<file path="config.mk">
export PLATFORM = sky130hd
export DESIGN_NAME = cache_fill_controller
export DESIGN_NICKNAME = d
export VERILOG_FILES = /design/src/rtl/cache_fill_controller.sv
export SDC_FILE = /design/constraint.sdc
export NUM_CORES = 1
export LEC_CHECK = 0
export BUFFER_PORTS_ARGS = -buffer_cell sky130_fd_sc_hd__buf_2
export CAP_MARGIN = 40
export CORE_UTILIZATION = 40
export CTS_CLUSTER_DIAMETER = 80
export DETAILED_ROUTE_END_ITERATION = 8
export PLACE_DENSITY = 0.73
export SYNTH_ARGS = -nofsm -noshare
export SYNTH_HDL_FRONTEND = slang
export SYNTH_SLANG_ARGS = --single-unit
export TNS_END_PERCENT = 1
</file>
<file path="constraint.sdc">
create_clock -name clk -period 2.4 [get_ports clk]
set_input_delay 0.24 -clock clk [delete_from_list [all_inputs] [get_ports clk]]
set_output_delay 0.24 -clock clk [all_outputs]
set_load 0.02 [all_outputs]
</file>
<file path="src/rtl/cache_fill_controller.sv">
// Word-read sequencer in front of a direct-mapped cache: hits answer one edge after accept, misses fetch the aligned 4-word block and write it in a single cycle.
// One request in flight; req_ready only in IDLE, the response is held until resp_ready, and memory stalls simply extend FETCH.
module cache_fill_controller #(
    parameter int ADDRESSL = 12,
    parameter int TAG      = 3,
    parameter int WORD     = 32,
    parameter int CNTW     = 16
) (
    input  logic                      clk,
    input  logic                      rst,
    input  logic                      req_valid,
    output logic                      req_ready,
    input  logic [TAG+ADDRESSL-1:0]   req_addr,
    output logic                      resp_valid,
    input  logic                      resp_ready,
    output logic [WORD-1:0]           resp_data,
    output logic [TAG+ADDRESSL-1:0]   address,
    output logic                      cRead,
    input  logic                      hit,
    input  logic [WORD-1:0]           dataOutCache,
    output logic                      cWrite,
    output logic [TAG+ADDRESSL-1:0]   adr0,
    output logic [TAG+ADDRESSL-1:0]   adr1,
    output logic [TAG+ADDRESSL-1:0]   adr2,
    output logic [TAG+ADDRESSL-1:0]   adr3,
    output logic [4*WORD-1:0]         dataRtoC,
    output logic                      mem_read,
    output logic [TAG+ADDRESSL-1:0]   mem_addr,
    input  logic                      mem_ack,
    input  logic [WORD-1:0]           mem_data,
    output logic [CNTW-1:0]           miss_count
);

    localparam int AW = TAG + ADDRESSL;

    typedef enum logic [2:0] {IDLE, LOOKUP, FETCH, FILL, RESPOND} state_t;

    state_t               state;
    logic [AW-1:0]        addrQ;
    logic [1:0]           beat;
    logic [3:0][WORD-1:0] bufQ;
    logic [WORD-1:0]      respQ;
    logic [CNTW-1:0]      missCount;

    always_ff @(posedge clk or negedge rst) begin
        if (!rst) begin
            state     <= IDLE;
            addrQ     <= '0;
            beat      <= '0;
            bufQ      <= '0;
            respQ     <= '0;
            missCount <= '0;
            adr0      <= '0;
            adr1      <= '0;
            adr2      <= '0;
            adr3      <= '0;
        end else begin
            case (state)
                IDLE: begin
                    if (req_valid) begin
                        addrQ <= req_addr;
                        state <= LOOKUP;
                    end
                end
                LOOKUP: begin
                    if (hit) begin
                        respQ <= dataOutCache;
                        state <= RESPOND;
                    end else begin
                        if (missCount != {CNTW{1'b1}})
                            missCount <= missCount + CNTW'(1);
                        beat  <= 2'd0;
                        state <= FETCH;
                    end
                end
                FETCH: begin
                    if (mem_ack) begin
                        bufQ[beat] <= mem_data;
                        beat       <= beat + 2'd1;
                        // Block addresses are loaded so they are valid during the single FILL cycle only.
                        if (beat == 2'd3) begin
                            adr0  <= {addrQ[AW-1:2], 2'd0};
                            adr1  <= {addrQ[AW-1:2], 2'd1};
                            adr2  <= {addrQ[AW-1:2], 2'd2};
                            adr3  <= {addrQ[AW-1:2], 2'd3};
                            state <= FILL;
                        end
                    end
                end
                FILL: begin
                    respQ <= bufQ[addrQ[1:0]];
                    adr0  <= '0;
                    adr1  <= '0;
                    adr2  <= '0;
                    adr3  <= '0;
                    state <= RESPOND;
                end
                RESPOND: begin
                    if (resp_ready)
                        state <= IDLE;
                end
                default: state <= IDLE;
            endcase
        end
    end

    assign req_ready  = (state == IDLE);
    assign resp_valid = (state == RESPOND);
    assign cRead      = (state == LOOKUP);
    assign cWrite     = (state == FILL);
    assign mem_read   = (state == FETCH);

    assign address    = addrQ;
    assign resp_data  = respQ;
    assign dataRtoC   = bufQ;
    assign mem_addr   = {addrQ[AW-1:2], beat};
    assign miss_count = missCount;

endmodule
</file>
---- Word level (Yosys, flattened, before mapping) ----
Cells that the tools add are included.
storage, ports and cells
  output and inout port bits .............. 271
  word-level logic and storage cells ...... 71
  bits in registers ....................... 256
operators by class
  add/subtract/negate cells ............... 2
  $lt $le $gt $ge ......................... 3
  reduce and logical (&&, ||, !) cells .... 12
  eq/ne operators ......................... 12
  multiplexer cells ....................... 28
  bitwise logic cells ..................... 1
operators by type and width
  operator                                                                      count
  128-bit bitwise mux                                                           1
  15-bit two-way mux                                                            8
  15-bit one-hot mux with 2 select lines                                        4
  32-bit two-way mux                                                            3
  32-bit binary-select mux with 2-bit select                                    1
  32-bit demux with 2-bit select                                                1
  32-bit one-hot mux with 2 select lines                                        1
  16-bit by 1-bit adder with 16-bit output, second input constant               1
  16-bit != test, second input constant                                         1
  3-bit two-way mux                                                             5
  3-bit one-hot mux with 5 select lines                                         1
  3-bit AND reduction                                                           3
  2-bit by 1-bit != test with 1-bit output, second input constant               4
  3-bit by 2-bit equality test with 1-bit output, second input constant         2
  2-bit by 3-bit less-than comparator with 1-bit output, second input constant  2
  2-bit AND reduction                                                           3
  2-bit nonzero test                                                            3
  2-bit two-way mux                                                             2
  2-bit != test, second input constant                                          2
  2-bit one-hot mux with 2 select lines                                         1
  4-bit AND reduction                                                           1
  3-bit by 1-bit equality test with 1-bit output, second input constant         1
  3-bit equality test, second input constant                                    1
  3-bit zero test                                                               1
  other kinds (5)                                                               5

---- Longest topological paths before layout ----
  depth in word-level cells ............... 5
  depth in mapped cells ................... 8
  gate-level depth less buffers ........... 6

---- Worst setup path before layout ----
Ideal clock, no wire load.
  path type ............................... reg2reg
  from .................................... reg state[0]
  to ...................................... reg addrQ[10], in the netlist address[10]
  setup slack ............................. 0.374 ns
  buffers on the path ..................... 3
  stages on the path, launching flop included .. 7
  arrival time ............................ 1.902 ns
  library setup time ...................... 0.125 ns
  data required time ...................... 2.275 ns
  path through ............................ dfrtp_1 -> buf_2 -> nor3_1 -> and2_1 -> buf_2 -> buf_2 -> mux2_2
between the ends
  longest elaborated chain between the ends .. 2
ends and longest elaborated chain
  item                                  line  RTL
  start: declaration                    38    state_t state;
  start signal: assignment              47    state <= IDLE;
  start signal: assignment              62    state <= LOOKUP;
  start signal: assignment              68    state <= RESPOND;
  3-bit zero test                       n/a
  named net req_ready                   12    output logic req_ready,
  2-bit AND reduction (no source line)  n/a
  end signal: assignment                61    addrQ <= req_addr;
  end: declaration                      39    logic [AW-1:0] addrQ;
The timed path passes the listed nets, and every way through them passes these cells.
A chain may end at the register's enable or synchronous reset.

---- Worst setup path in the final report ----
  from .................................... reg state[1]
  to ...................................... out cWrite
between the ends
  longest elaborated chain between the ends .. 1
ends and longest elaborated chain
  item                                            line  RTL
  3-bit by 2-bit equality test with 1-bit output  110   assign cWrite = (state == FILL);
  end: declaration                                21    output logic cWrite,
No other way between the ends.

==> run_results.csv <==
group,metric,value,unit
placement,dp_hpwl,17940,um
global_routing,grt_pass1_vias,7322,
yosys,syn-cell-area,10100,um^2
clock_tree,htree_levels,1,
floorplanning,rows,57,
floorplanning,initial_core_util,41.18,%
power_and_ir_drop,ir_drop,0.0008241,V
status,status,"finished, final reports clean",
yosys,avgSynthCellArea,14.07,um^2
floorplanning,die_h,160.9,um
placement,gp_congestion,0.8330,
route,drt_pre_antenna_iters,5,
setup_path,crit_type,"register to primary output",
run,max_cap_viol_count,0,
final_layout,fillers,2054,
floorplanning,io-pin-count,356,
yosys,synthCells,718,
clock_tree,clkLatencyLatePin,0.51,ns
global_routing,grt_max_degree,71,
global_routing,antenna_found_initial,3,
yosys,synth_cell_types,47,
route,viasPerCell,5.041,
final_layout,final_cell_mix,"buf_2, dfrtp_1, mux2_4",
setup_path,arrival,1.96,ns
route,wl_per_cell,19.00,um
placement,io_buffers,351,
timing,grt_setup_unrepaired,"false",
final_layout,final_nets,1175,
global_routing,gr-total-overflow,0,
final_layout,final_common_cell,"buf_2",
setup_path,cp_max_fo,33,
floorplanning,dieArea,25900,um^2
power_and_ir_drop,power,19.13,mW
final_layout,stdcell_count,1428,
yosys,yosysTopAreaCell,"dfrtp_1",
timing,whs,0.01959,ns
yosys,yosysWarnings,0,
timing,timing.final.crit_share,91.59,%
timing,hold_viol_final,0,
placement,post-place-cells,1314,
route,dr_total_vias,7198,
floorplanning,core,24530,um^2
global_routing,grtUsageTotal,20.81,%
floorplanning,die_w,160.9,um
clock_tree,path_clk_slew,0.06,ns
clock_tree,cts_made_buffers,24,
worst_hold_path,min_path_type,"input port to register",
final_layout,syn_to_final_growth,31.49,%
route,wl,27130,um
clock_tree,cts_setup_buffers,0,
timing,skew,0.01010,ns
timing,timing.setup.tns,0,ns
setup_path,cp-end-kind,"primary output",
timing,setup_viol,0,
clock_tree,cts.sink_count,210,
yosys,ys_ff_latch,210,
yosys,synthTopCellsByArea,"dfrtp_1, mux2_4, mux4_2",
power_and_ir_drop,power.density,1440,nW/um^2
timing,worst_pin_slew,0.6171,ns
timing,fmax,0.4549,GHz
yosys,synth_top_cell_area_share,52.01,%
clock_tree,cts_tree,"done",
timing,maxSlewViolCount,0,
yosys,ys_seq_area_share,52.01,%
final_layout,drive_gt1_share,54.81,%
setup_path,cp-start-kind,"register",
clock_tree,root_buffer,"clkbuf_16",
power_and_ir_drop,p_leak,7.037,nW
route,post-route-drc-count,0,
clock_tree,cts_buffer_depth,3,
setup_path,required,2.16,ns
route,ant_nets,0,
timing,period_needed,2.198,ns
timing,maxSlewHeadroom,58.86,%
global_routing,grt_first_pass_wirelength,42350,um
route,drt_iter0_markers,358,
==> report_power, final <==
group	internal [mW]	switching [mW]
Combinational	3.94	4.70
Sequential	5.07	1.40
Clock	2.55	1.46
==> synth_stat cells (all sizes together) <==
library cell,n
dfrtp,210
mux2,144
buf,90
nand2,76
nor2,35
a31oi,33
mux4,32
a22o,13
clkbuf,11
nand4,9
nor3,7
xnor2,7
xor2,7
ha,5
nand3,5
inv,4
a21o,3
and2,3
and3,3
nor3b,3
nor4,3
a21oi,2
and2b,2
nor4b,2
a31o,1
and4,1
conb,1
nand3b,1
nor2b,1
o21ai,1
o31ai,1
or2,1
or4,1
==> flip-flops by register name, summed over array words and instances (netlist names) <==
register,flops
address,15
adr2,1
adr3,13
beat,2
dataRtoC,128
miss_count,16
resp_data,32
state,3
==> worst max-delay path, cell delays in order (launching register included) <==
cell	delay, ns
dfrtp_1	0.48
nor2b_1	0.24
nand2_2	0.08
inv_2	0.07
buf_6	0.31
buf_2	0.24
==> worst paths after layout <==
kind | startpoint | endpoint | slack (ns) | cells past startpoint
setup / recovery | state[1]$_DFFE_PN0P_ | cWrite | 0.20 | 5
hold / removal | mem_data[9] | dataRtoC[41]$_DFFE_PN0P_ | 0.02 | 2
setup reg to reg | state[1]$_DFFE_PN0P_ | dataRtoC[22]$_DFFE_PN0P_ | 0.45 | 4
hold reg to reg | miss_count[15]$_DFFE_PN0P_ | miss_count[15]$_DFFE_PN0P_ | 0.51 | 1
max in group asynchronous | rst | dataRtoC[15]$_DFFE_PN0P_ | 1.34 | 3
min in group asynchronous | rst | dataRtoC[19]$_DFFE_PN0P_ | 0.32 | 2
==> metrics by stage <==
step	worst slack (ns)	area (um^2)	util, %
after floorplan	0.3737	10110	-
after global placement	0.5551	11710	47.73
after detailed placement	0.4677	11710	47.73
after CTS	0.06300	13280	54.12
after global routing	0.07648	13290	54.15
final	0.2018	13290	54.15
==> area by class of cell <==
| class | count | area (um^2) | area share (%) |
|---|---|---|---|
| Multi-Input combinational cell | 406 | 4049 | 30.48 |
| Antenna cell | 2 | 5.005 | 0.03767 |
| Tap cell | 324 | 405.4 | 3.051 |
| Inverter | 4 | 15.01 | 0.1130 |
| Sequential cell | 210 | 5258 | 39.57 |
| Timing Repair Buffer | 439 | 2678 | 20.15 |
| Clock inverter | 11 | 183.9 | 1.384 |
| Clock buffer | 32 | 691.9 | 5.208 |
==> routing by layer <==
metal | track usage, % | share of wire [%] | wire [um] | vias up
li1 | - | - | - | 3233
met1 | 27.01 | 42 | 11450 | 3620
met2 | 35.19 | 49 | 13220 | 295
met3 | 4.571 | 6.6 | 1802 | 48
met4 | 5.360 | 2.4 | 641 | 2
met5 | 0 | 0.037 | 10 | -
==> logic make-up after synthesis <==
family | after synthesis | share of synthesized area [%]
muxes | 176 | 26.53
other | 1 | 0.03712
DFF | 210 | 52.01
and+or+nand+nor | 153 | 7.765
xor gates and xnor gates | 14 | 1.214
buffers and inverters | 105 | 8.124
adders and majority gates | 5 | 0.6192
AOI/OAI and AO/OA | 54 | 3.703
==> timing repair <==
action | in CTS | in global routing
resized for setup | 0 | 1
hold endpoints to repair | 177 | 0
hold buffers | 69 | 0
setup endpoints to repair | 0 | 1
Power figures use the tool's default switching activity.
